==> config.mk <==
export PLATFORM = sky130hd
export DESIGN_NAME = mem_arbiter
export DESIGN_NICKNAME = d
export VERILOG_FILES = /design/src/rtl/mem_arbiter.sv
export SDC_FILE = /design/constraint.sdc
export NUM_CORES = 1
export LEC_CHECK = 0
export ABC_AREA = 1
export CAP_MARGIN = 20
export CORE_MARGIN = 1.5
export CORE_UTILIZATION = 42
export DETAILED_ROUTE_END_ITERATION = 16
export GPL_TIMING_DRIVEN = 0
export PLACE_DENSITY = 0.82
export SETUP_SLACK_MARGIN = 0.4
export SLEW_MARGIN = 20
export SYNTH_ARGS = -nofsm -noshare
export SYNTH_HDL_FRONTEND = slang
export SYNTH_SLANG_ARGS = --single-unit
==> constraint.sdc <==
create_clock -name clk -period 5 [get_ports clk]
set_input_delay 1 -clock clk [delete_from_list [all_inputs] [get_ports clk]]
set_output_delay 1 -clock clk [all_outputs]
set_load 0.01 [all_outputs]
==> src/rtl/mem_arbiter.sv <==
// Two-port arbiter in front of a single-port data memory (IDLE -> ACCESS [-> RESP]).
// Define MEM_ARB_RR_EN for round-robin tie breaking; otherwise port 0 always wins ties.
module mem_arbiter #(
  parameter int AW = 8,
  parameter int DW = 32
) (
  input  logic          clk,
  input  logic          rst,
  input  logic          req0,
  input  logic          req1,
  input  logic          we0,
  input  logic          we1,
  input  logic [AW-1:0] addr0,
  input  logic [AW-1:0] addr1,
  input  logic [DW-1:0] wdata0,
  input  logic [DW-1:0] wdata1,
  output logic          gnt0,
  output logic          gnt1,
  output logic          rvalid0,
  output logic          rvalid1,
  output logic [DW-1:0] rdata0,
  output logic [DW-1:0] rdata1,
  output logic [AW-1:0] mem_a,
  output logic [DW-1:0] mem_din,
  output logic          mem_mread,
  output logic          mem_mwrite,
  input  logic [DW-1:0] mem_dout
);

  localparam int NP = 2;

  typedef enum logic [1:0] {
    IDLE   = 2'd0,
    ACCESS = 2'd1,
    RESP   = 2'd2
  } state_e;

  state_e          state_q, state_d;
  logic            win_q, win_d;
  logic            we_q, we_d;
  logic [AW-1:0]   addr_q, addr_d;
  logic [DW-1:0]   wdata_q, wdata_d;

  logic [NP-1:0]   req_v;
  logic [NP-1:0]   we_v;
  logic [AW-1:0]   addr_v  [NP];
  logic [DW-1:0]   wdata_v [NP];
  logic [DW-1:0]   rdata_q [NP];
  logic [DW-1:0]   rdata_v [NP];
  logic [NP-1:0]   gnt_v;
  logic [NP-1:0]   rvalid_v;

  logic            pick;
  logic            win_req;
  logic            access_ok;
  logic            rd_capture;

  assign req_v      = {req1, req0};
  assign we_v       = {we1, we0};
  assign addr_v[0]  = addr0;
  assign addr_v[1]  = addr1;
  assign wdata_v[0] = wdata0;
  assign wdata_v[1] = wdata1;

`ifdef MEM_ARB_RR_EN
  logic last_q, last_d;

  // On a tie the port that was not granted last time wins.
  assign pick   = (req0 && req1) ? ~last_q : ~req0;
  assign last_d = access_ok ? win_q : last_q;

  always_ff @(posedge clk) begin
    if (rst) begin
      last_q <= 1'b1;
    end else begin
      last_q <= last_d;
    end
  end
`else
  assign pick = ~req0;
`endif

  // A winner that dropped its request before being granted is dropped, no access.
  assign win_req    = req_v[win_q];
  assign access_ok  = (state_q == ACCESS) && win_req;
  assign rd_capture = access_ok && !we_q;

  always_ff @(posedge clk) begin
    if (rst) begin
      state_q <= IDLE;
    end else begin
      state_q <= state_d;
    end
  end

  always_comb begin
    state_d = state_q;
    win_d   = win_q;
    we_d    = we_q;
    addr_d  = addr_q;
    wdata_d = wdata_q;
    case (state_q)
      IDLE: begin
        if (|req_v) begin
          state_d = ACCESS;
          win_d   = pick;
          we_d    = we_v[pick];
          addr_d  = addr_v[pick];
          wdata_d = wdata_v[pick];
        end
      end
      ACCESS:  state_d = rd_capture ? RESP : IDLE;
      RESP:    state_d = IDLE;
      default: state_d = IDLE;
    endcase
  end

  always_ff @(posedge clk) begin
    if (rst) begin
      win_q   <= 1'b0;
      we_q    <= 1'b0;
      addr_q  <= '0;
      wdata_q <= '0;
    end else begin
      win_q   <= win_d;
      we_q    <= we_d;
      addr_q  <= addr_d;
      wdata_q <= wdata_d;
    end
  end

  // Every output is forced to 0 while rst is high, including a write already in ACCESS.
  always_comb begin
    mem_a      = '0;
    mem_din    = '0;
    mem_mread  = 1'b0;
    mem_mwrite = 1'b0;
    gnt_v      = '0;
    rvalid_v   = '0;
    if (!rst) begin
      if (access_ok) begin
        mem_a        = addr_q;
        mem_din      = wdata_q;
        mem_mread    = !we_q;
        mem_mwrite   = we_q;
        gnt_v[win_q] = 1'b1;
      end
      if (state_q == RESP) begin
        rvalid_v[win_q] = 1'b1;
      end
    end
  end

  generate
    for (genvar gi = 0; gi < NP; gi++) begin : g_port
      always_ff @(posedge clk) begin
        if (rst) begin
          rdata_q[gi] <= '0;
        end else if (rd_capture && (win_q == 1'(gi))) begin
          rdata_q[gi] <= mem_dout;
        end
      end
      assign rdata_v[gi] = rst ? '0 : rdata_q[gi];
    end
  endgenerate

  assign gnt0    = gnt_v[0];
  assign gnt1    = gnt_v[1];
  assign rvalid0 = rvalid_v[0];
  assign rvalid1 = rvalid_v[1];
  assign rdata0  = rdata_v[0];
  assign rdata1  = rdata_v[1];

endmodule
==> results of run 1 <==
==> flip-flops by register name, indices dropped and copies added, names as in the netlist <==
name,count
rdata_q,64
wdata_q,32
win_q,1
state_q,2
addr_q,8
we_q,1
==> stage by stage <==
step	instance area, µm²	std cells	utilization (%)	power [mW]	TNS [ps]
detailed placement	7640	1137	63.6	1.41	0
global placement	7610	1136	63.4	1.40	-28110
floorplan	5180	764	-	1.21	0
CTS	7960	1153	66.3	2.16	0
global route	7960	1153	66.3	2.26	0
finish	7960	1153	66.3	2.16	0
==> logic make-up (layout without fill, tap and decap cells) <==
| family | after synthesis | after routing | synth area share (%) |
|---|---|---|---|
| AOI/OAI and AO/OA | 46 | 46 | 4.88 |
| DFF | 108 | 108 | 47.9 |
| buffers and inverters | 154 | 396 | 12.1 |
| and+or+nand+nor | 456 | 456 | 35.0 |
==> how the worst max path moves through the flow <==
stage | end | slack [ps] | cells after the start
5_1_grt | mem_din[3] | 800 | 7
3_3_place_gp | rdata_q[0][28]$_SDFFCE_PN0P_ | -880 | 5
4_1_cts | mem_din[25] | 950 | 7
3_5_place_dp | mem_din[25] | 950 | 7
2_1_floorplan | rdata_q[0][0]$_SDFFCE_PN0P_ | 650 | 5
6_report | mem_din[25] | 950 | 7
==> final cells by class <==
cell class / instances / area (µm²)
Fill cell: 1072 / 4050
Sequential cell: 108 / 2480
Timing Repair Buffer: 226 / 2270
Multi-Input combinational cell: 502 / 2080
Inverter: 106 / 398
Buffer: 48 / 230
Clock buffer: 10 / 229
Tap cell: 147 / 184
Clock inverter: 6 / 88.8
==> cell usage in the layout (no fill, tap or decap), types with 9 or more instances in the layout <==
| master | netlist | final |
|---|---|---|
| buf_2 | 19 | 19 |
| nand2_1 | 233 | 233 |
| clkbuf_1 | 22 | 23 |
| nand4_1 | 33 | 33 |
| a21oi_1 | 42 | 42 |
| inv_1 | 101 | 101 |
| clkdlybuf4s50_1 | 0 | 225 |
| nor2_1 | 186 | 186 |
| edfxtp_1 | 32 | 32 |
| dfxtp_1 | 76 | 76 |
| clkbuf_16 | 0 | 9 |
==> routing by layer <==
metal  GRT usage [%]  vias up  wire length, µm
li1                -     2778                -
met3            6.91       25             1180
met4            8.83        0              320
met2            40.8      196             7270
met1            27.9     2294             6290
met5               0        -                0
==> power groups by stage <==
| stage | clock network [mW] | registers, mW | logic [mW] |
|---|---|---|---|
| 2_1_floorplan | 0 | 1.01 | 0.202 |
| 3_3_place_gp | 0 | 1.01 | 0.391 |
| 3_5_place_dp | 0 | 1.01 | 0.400 |
| 4_1_cts | 0.769 | 0.991 | 0.403 |
| 5_1_grt | 0.813 | 0.998 | 0.445 |
| 6_report | 0.766 | 0.991 | 0.400 |
==> worst max-delay path: stages <==
cell             delay (ps)
clkdlybuf4s50_1         540
nand2_1                 130
a21oi_4                 340
inv_2                   140
buf_2                   220
nor2_1                  100
clkdlybuf4s50_1         580
==> summary.md, run 1 <==
| Metric | Value |
|---|---|
| Status | `complete, no violations` |
| Critical path class | `input pin to output pin` |
| Setup WS pre-CTS | `946 ps` |
| DR iter-0 viols | `268` |
| Worst clock skew | `8.45 ps` |
| Worst-path fanout max | `10` |
| Worst-case clock buffer depth | `2` |
| Area delta synth->final | `53.7%` |
| Clk slew on worst S/H paths | `70 ps` |
| Top FF cell, synth | `dfxtp_1` |
| Share of cells above drive strength 1 | `4.77%` |
| Synth unique cells | `22` |
| Yosys reg bits | `108` |
| Leak pwr | `3.50 nW` |
| First-pass GRT wire length | `24.1 mm` |
| Area share of the largest cell type after synthesis | `29.4%` |
| Via count | `5293` |
| VDD IR max | `0.000146 V` |
| WHS Endpoint | `addr_q[0]$_SDFFE_PP0P_` |
| Comb pwr share | `18.6%` |
| CTS tree | `built` |
| Largest net degree at the start of global routing | `18` |
| Seq pwr share | `46.0%` |
| DRC viols | `0` |
| Yosys warns | `0` |
| Layout net count | `1119` |
| Fin. Hold Viols | `0` |
| Vias in the first global route | `5139` |
| RSZ-0062 raised after global routing | `false` |
| Initial antenna violation count | `0` |
| Max_slew headroom | `61.0%` |
| Clk_lat worst skew | `350 ps` |
| Core box area | `0.0120 mm²` |
| Mapped Area | `0.00518 mm²` |
| Final Wtd Congestion | `0.824` |
| Clk pwr share | `35.5%` |
| Period utilization | `81.0%` |
| Vias/cell | `4.59` |
| GRT overflow | `0` |
| H-tree Lvls | `3` |
| WP data required | `4000 ps` |
| Hold-fix buffer count after cts | `0` |
| Setup Fix Bufs, Post-CTS | `0` |
| Initial Utilization | `43.1%` |
| GR Util All Layers | `23.6%` |
| Worst Setup End Kind | `output pin` |
| Synthesized area per cell | `6.78 µm²` |
| Hold Path Origin | `addr_q[0]$_SDFFE_PP0P_` |
| CP Launch Type | `input pin` |
| Syn Inst Count | `764` |
| Fraction of registers with async set/reset | `0%` |
| Port bufs | `225` |
| Die span in y | `114 µm` |
| I/O pin cnt | `228` |
| Mean routed wirelength per cell | `13.1 µm` |
| Synth cell count leaders | `233 x nand2_1, 186 x nor2_1, 101 x inv_1` |
| Fin crit period | `4050 ps` |
| Num rows | `40` |
| Drt first pass iters | `4` |
| Crit path from | `req1` |
| Post-DP HPWL | `11.6 mm` |
| Root Driver | `clkbuf_16` |
| Largest area contributor in the netlist | `dfxtp_1` |
| Net Sw Frac | `25.9%` |
| N_diodes | `0` |
| Chip Width | `114 µm` |
| Final worst slack | `951 ps` |
| Die area | `0.0130 mm²` |
| RR Endpoint | `rdata_q[0][28]$_SDFFCE_PN0P_` |
| Fmax | `247 MHz` |
| Clock Sinks | `108` |
| # resized after CTS | `0` |
| Top post-synthesis cells by area | `dfxtp_1 29%, edfxtp_1 19%, nand2_1 17%, nor2_1 13%, inv_1 7.3%` |
| Flop-to-flop setup slack | `2830 ps` |
| Worst hold path class | `flip-flop to flip-flop` |
| Num CTS Buffers | `9` |
| Routed wire length | `15.1 mm` |
| Setup Viol. Count Final | `0` |
| Int Power | `1.60 mW` |
| Final hold slack | `474 ps` |
| RR Startpoint | `win_q$_SDFFE_PP0P_` |
| Register area share after synthesis | `47.9%` |
| Critical path data arrival time | `3050 ps` |
| Worst-margin pin slew | `582 ps` |
| Pwr dens | `271 mW/mm²` |
| Max-Cap Viols | `0` |
| Cells on worst reg2reg path | `5` |
| Number of flops mapped to enable cells by yosys | `32` |
| Most common cell in the netlist | `nand2_1` |
| Max Transition Viols Final | `0` |
| Syn nets | `882` |
| Hold Path Depth | `2` |
| Sw Pwr | `558 µW` |
| Routed Antenna Nets | `0` |
No activity file was read; power rests on OpenSTA's default activity.
==> run 2, diff against run 1 <==
==> constraint.sdc (replaced) <==
create_clock -name clk -period 4.2 [get_ports clk]
set_input_delay 0.84 -clock clk [delete_from_list [all_inputs] [get_ports clk]]
set_output_delay 0.84 -clock clk [all_outputs]
set_load 0.01 [all_outputs]
==> run 2 against run 1 <==
Against the previous run: clock power rose by 4.2%; power is 14% higher; combinational power up 20%; count of clock-buffer cells in the layout up 4; non-clock buffer count grew 2; sequential cell count did not move; largest cell class unchanged; via count increased by 0.68%; hold slack worse by 3.7 ps.
==> summary.md, run 2 (synthesis gave the netlist of run 1 again) <==
| Metric | Value |
|---|---|
| N_diodes | `0 (unchanged)` |
| RR Startpoint | `win_q$_SDFFE_PP0P_` |
| Root Driver | `clkbuf_16` |
| Multi-input combinational cell area | `0.00208 mm² (unchanged)` |
| VDD IR max | `0.000170 V (+16%)` |
| Leak pwr | `3.51 nW (+0.11%)` |
| Final hold slack | `470 ps (-3.70 ps)` |
| First-pass GRT wire length | `24.1 mm (-0.17%)` |
| CP Launch Type | `input pin` |
| Layout net count | `1121 (+0.18%)` |
| Reg with most FFs | `rdata_q` |
| Die area | `0.0130 mm² (unchanged)` |
| Max-Cap Viols | `0 (unchanged)` |
| Worst-margin pin slew | `600 ps (+18.1 ps)` |
| Largest net degree at the start of global routing | `18 (unchanged)` |
| Fin. Hold Viols | `0 (unchanged)` |
| RSZ-0062 raised after global routing | `false` |
| Chip Width | `114 µm (unchanged)` |
| Register area | `0.00248 mm² (unchanged)` |
| Fillers | `1082 (+0.93%)` |
| Initial Utilization | `43.1% (unchanged)` |
| Commonest non-fill, non-tap cell in the layout | `nand2_1` |
| Fmax | `281 MHz` |
| Initial antenna violation count | `0 (unchanged)` |
| Worst Setup End Kind | `output pin` |
| Num rows | `40 (unchanged)` |
| Worst-path fanout max | `10 (unchanged)` |
| # resized after CTS | `0 (unchanged)` |
| Worst clock skew | `8.96 ps (+0.514 ps)` |
| Setup TNS | `0 ps (unchanged)` |
| Largest register FFs | `64 (unchanged)` |
| Port bufs | `225 (unchanged)` |
| Clock Sinks | `108 (unchanged)` |
| I/O pin cnt | `228 (unchanged)` |
| Vias in the first global route | `5139 (unchanged)` |
| Share of cells above drive strength 1 | `4.76% (-0.0095 points)` |
| Pwr dens | `310 mW/mm² (+14%)` |
| Critical path class | `input pin to output pin` |
| H-tree Lvls | `3 (unchanged)` |
| Hold-fix buffer count after cts | `0 (unchanged)` |
| Period utilization | `84.8%` |
| Setup Fix Bufs, Post-CTS | `2 (+2)` |
| Commonest cells after routing, fill and taps aside | `233 x nand2_1, 225 x clkdlybuf4s50_1, 186 x nor2_1` |
| Max_slew headroom | `59.8% (-1.2 points)` |
| CTS tree | `built` |
| Critical path data arrival time | `2720 ps (-330 ps)` |
| Fin crit period | `3560 ps` |
| Crit path from | `req1` |
| Core box area | `0.0120 mm² (unchanged)` |
| Vias/cell | `4.61 (+0.51%)` |
| Post-layout util | `66.1% (-0.14 points)` |
| Post-DP HPWL | `11.7 mm (+0.98%)` |
| Worst-case clock buffer depth | `2 (unchanged)` |
| Setup Viol. Count Final | `0 (unchanged)` |
| Area delta synth->final | `53.4%` |
| GRT overflow | `0 (unchanged)` |
| Drt first pass iters | `5 (+1)` |
| Final Wtd Congestion | `0.827 (+0.29%)` |
| Max Transition Viols Final | `0 (unchanged)` |
| Mean routed wirelength per cell | `13.1 µm (+0.11%)` |
| Clk slew on worst S/H paths | `60 ps (about the same)` |
| DR iter-0 viols | `256 (-4.5%)` |
| Die span in y | `114 µm (unchanged)` |
| Num CTS Buffers | `9 (unchanged)` |
| Biggest regs | `rdata_q x64, wdata_q x32, addr_q x8` |
| WP data required | `3360 ps (-640 ps)` |
| Worst hold path class | `flip-flop to flip-flop` |
| Status | `complete, no violations` |
| Clk_lat worst skew | `340 ps (about the same)` |
| Routed Antenna Nets | `0 (unchanged)` |
| Hold Path Origin | `wdata_q[31]$_SDFFE_PP0P_` |
| GR Util All Layers | `23.4% (-0.21 points)` |
| Routed wire length | `15.1 mm (+0.29%)` |
| DRC viols | `0 (unchanged)` |
| Via count | `5329 (+0.68%)` |
## run 2: cell count changes in the layout (fill, tap and decap cells not counted), sizes merged
cell,previous run,this run
clkbuf,32,36
buf,27,29
bufinv,2,0
clkinvlp,2,0
## run 2: routing by layer
metal | wire, µm | global-route usage (%) | up-vias
li1 | - | - | 2787
met1 | 6330 | 27.5 | 2313
met2 | 7210 | 40.2 | 198
met3 | 1130 | 6.22 | 31
met4 | 436 | 10.7 | 0
met5 | 0 | 0 | -
## run 2: through the flow
step           cells  total power [mW]  instance area (µm²)  worst slack [ps]
2_1_floorplan    764              1.44                 5180               875
3_3_place_gp    1136              1.67                 7610              -320
3_5_place_dp    1137              1.68                 7650               358
4_1_cts         1155              2.47                 7940               617
5_1_grt         1155              2.56                 7940               533
6_report        1155              2.46                 7940               639
## run 2: layout make-up
class                   instances  share of cell area (%)
flip-flops and latches        108                    31.3
repair buffers                228                    28.9
multi-input cells             502                    26.2
inverters                     106                    5.01
clock buffers                  14                    3.32
plain buffers                  48                    2.90
well taps                     147                    2.32
clock inverters                 2                   0.126
## run 2: critical path, cell delays in order
cell	delay, ps
clkdlybuf4s50_1	550
nand2_1	140
a21oi_4	160
inv_2	90
buf_2	190
nor2_1	180
clkdlybuf4s50_1	580
## run 2: final timing paths
kind | slack [ps] | endpoint | depth (start not counted)
min | 470 | wdata_q[31]$_SDFFE_PP0P_ | 2
max reg2reg | 2180 | rdata_q[0][22]$_SDFFCE_PN0P_ | 6
min reg2reg | 470 | wdata_q[31]$_SDFFE_PP0P_ | 2
max | 640 | gnt0 | 7
## run 2: where the power goes
group	switching [mW]	leakage [nW]	internal, mW
Sequential	0.0233	0.957	1.16
Combinational	0.254	2.41	0.228
Clock	0.364	0.137	0.434
==> run 3, diff against run 2 <==
--- a/config.mk
+++ b/config.mk
@@ -8,10 +8,10 @@
 export ABC_AREA = 1
 export CAP_MARGIN = 20
 export CORE_MARGIN = 1.5
-export CORE_UTILIZATION = 42
+export CORE_UTILIZATION = 38
 export DETAILED_ROUTE_END_ITERATION = 16
 export GPL_TIMING_DRIVEN = 0
-export PLACE_DENSITY = 0.82
+export PLACE_DENSITY = 0.79
 export SETUP_SLACK_MARGIN = 0.4
 export SLEW_MARGIN = 20
 export SYNTH_ARGS = -nofsm -noshare
==> constraint.sdc (replaced) <==
create_clock -name clk -period 2.9 [get_ports clk]
set_input_delay 0.58 -clock clk [delete_from_list [all_inputs] [get_ports clk]]
set_output_delay 0.58 -clock clk [all_outputs]
set_load 0.01 [all_outputs]
==> run 3 against run 2 <==
Against the previous run: sequential share of layout area is 0.10 points lower; clock skew shrank 1.4 ps; highest routed layer unchanged; register-to-register slack got worse by 1400 ps; clock power increased by 57%; via count grew 0.45%; sequential cell count stayed put; count of clock-buffer cells in the layout is 4 lower.
==> summary.md, run 3 (synthesis gave the netlist of run 1 again) <==
| Metric | Value |
|---|---|
| Clk_lat worst skew | `350 ps (about the same)` |
| Crit path from | `rst` |
| Drt first pass iters | `4 (-1)` |
| Status | `complete, no violations` |
| Share of cells above drive strength 1 | `5.86% (+1.1 points)` |
| Max Transition Viols Final | `0 (unchanged)` |
| Critical path data arrival time | `1880 ps (-840 ps)` |
| Biggest regs | `rdata_q x64, wdata_q x32, addr_q x8` |
| Critical-path top delay cell | `clkbuf_2` |
| Num CTS Buffers | `9 (unchanged)` |
| Met2 Wirelength | `7.30 mm (+1.3%)` |
| Initial Utilization | `38.9% (-4.2 points)` |
| Setup Viol. Count Final | `0 (unchanged)` |
| Mean routed wirelength per cell | `12.7 µm (-2.8%)` |
| GR Util All Layers | `21.6% (-1.9 points)` |
| Leak pwr | `3.81 nW (+8.5%)` |
| CP Cell Sequence | `buf_2 -> clkinv_1 -> clkbuf_2 -> nand2_1 -> nor2_1 -> dlygate4sd2_1` |
| Max stage delay on crit path | `320 ps (-260 ps)` |
| RSZ-0062 raised after global routing | `true` |
| Net Sw Frac | `26.2% (+0.17 points)` |
| Pwr dens | `458 mW/mm² (+48%)` |
| Initial antenna violation count | `1 (+1)` |
| Worst-margin pin slew | `608 ps (+7.29 ps)` |
| Design Power | `3.65 mW (+48%)` |
| Vias/cell | `4.52 (-2.0%)` |
| DR iter-0 viols | `280 (+9.4%)` |
| Met3 WL | `990 µm (-13%)` |
| Sw Pwr | `957 µW (+49%)` |
| Fin. Hold Viols | `0 (unchanged)` |
| CP Launch Type | `input pin` |
| Critical path class | `input pin to output pin` |
| Setup TNS | `0 ps (unchanged)` |
| Hold Path Origin | `wdata_q[15]$_SDFFE_PP0P_` |
| I/O pin cnt | `228 (unchanged)` |
| Comb pwr share | `18.8% (-0.8 points)` |
| Worst clock skew | `7.57 ps (-1.39 ps)` |
| Num rows | `42 (+5.0%)` |
| Largest register FFs | `64 (unchanged)` |
| Placed Cells | `1166 (+2.6%)` |
| Clk pwr share | `34.4% (+2.0 points)` |
| Worst hold path class | `flip-flop to flip-flop` |
| Fmax | `407 MHz` |
| H-tree Lvls | `3 (unchanged)` |
| Post-DP HPWL | `11.8 mm (+0.38%)` |
| Clock Sinks | `108 (unchanged)` |
| RR Startpoint | `win_q$_SDFFE_PP0P_` |
| Worst-case clock buffer depth | `2 (unchanged)` |
| Fin crit period | `2460 ps` |
| Bufs and invs on worst path | `4 (unchanged)` |
| Area delta synth->final | `54.0%` |
| Clk slew on worst S/H paths | `70 ps (about the same)` |
| Layout net count | `1120 (-0.089%)` |
| First-pass GRT wire length | `24.7 mm (+2.6%)` |
| Reg with most FFs | `rdata_q` |
| GRT overflow | `0 (unchanged)` |
| Seq pwr share | `46.8% (-1.2 points)` |
| Int Power | `2.69 mW (+48%)` |
| Max-Cap Viols | `0 (unchanged)` |
| Final Wtd Congestion | `0.828 (+0.18%)` |
| CTS tree | `built` |
| Die span in y | `120 µm (+5.0%)` |
| Metal-1 WL | `6.38 mm (+0.87%)` |
| Routed wire length | `15.1 mm (-0.34%)` |
| Chip Width | `120 µm (+5.0%)` |
| Worst Setup End Kind | `output pin` |
| Port bufs | `225 (unchanged)` |
| Max_slew headroom | `59.3% (-0.49 points)` |
| Vias in the first global route | `5241 (+2.0%)` |
| Root Driver | `clkbuf_16` |
| WP data required | `2320 ps (-1040 ps)` |
| Commonest cells after routing, fill and taps aside | `233 x nand2_1, 186 x nor2_1, 179 x clkdlybuf4s50_1` |
| Worst-path fanout max | `10 (unchanged)` |
| Crit-path leading delay family | `buffers and inverters` |
| Final instance count without filler cells | `1184 (+2.5%)` |
| VDD IR max | `0.000262 V (+55%)` |
| DRC viols | `0 (unchanged)` |
| Routed Antenna Nets | `0 (unchanged)` |
| Via count | `5353 (+0.45%)` |
| Die area | `0.0143 mm² (+10%)` |
| Top sig layer | `met4` |
| Period utilization | `84.8%` |
| Core box area | `0.0133 mm² (+11%)` |
| Largest net degree at the start of global routing | `18 (unchanged)` |
| Commonest non-fill, non-tap cell in the layout | `nand2_1` |
| Fillers | `1294 (+20%)` |
run 3: area by class of cell:
type,instances,area [µm²],share of cell area [%]
diodes,1,2.50,0.0314
plain buffers,48,243,3.05
clock buffers,10,239,3.00
clock inverters,6,61.3,0.769
inverters,106,398,4.99
multi-input cells,502,2080,26.1
flip-flops and latches,108,2480,31.2
well taps,176,220,2.76
repair buffers,227,2240,28.1
run 3: final timing paths:
kind	to	slack, ps	cells past startpoint
setup reg to reg	rdata_q[0][17]$_SDFFCE_PN0P_	810	7
hold reg to reg	wdata_q[15]$_SDFFE_PP0P_	470	2
hold / removal	wdata_q[15]$_SDFFE_PP0P_	470	2
setup / recovery	mem_din[26]	440	6
run 3: worst reg2reg max path: stages, from the launching register on:
cell and delay (ps):
dfxtp_2 360, inv_2 90, nand2_1 110, a21oi_4 180
buf_4 190, nand2_1 130, o21ai_4 510, buf_16 230
run 3: metrics by stage:
step | hold WS (ps) | setup slack, ps | utilization, % | instance area [µm²]
floorplan | 451 | 434 | - | 5180
global placement | 458 | -515 | 57.6 | 7650
detailed placement | 462 | -430 | 57.8 | 7690
CTS | 473 | 228 | 59.9 | 7960
global route | 495 | 317 | 60.0 | 7970
finish | 473 | 441 | 60.0 | 7970
run 3: layer usage:
metal	GRT usage (%)	up-vias
met5	0	-
met4	8.11	0
met3	4.99	25
met2	38.3	188
met1	25.2	2349
li1	-	2791
run 3: timing repair:
action                                  4_1_cts  5_1_grt
resized for setup                            52        8
pin swaps                                     1        0
endpoints found under the setup margin       92       88
setup buffers                                 1        0
endpoints found under the hold margin         0        0
hold buffers                                  0        0
run 3: power groups by stage:
stage / clock, mW / sequential [mW] / combinational, mW
finish: 1.25 / 1.71 / 0.686
global route: 1.34 / 1.72 / 0.767
CTS: 1.27 / 1.71 / 0.693
detailed placement: 0 / 1.74 / 0.695
global placement: 0 / 1.74 / 0.678
floorplan: 0 / 1.73 / 0.349
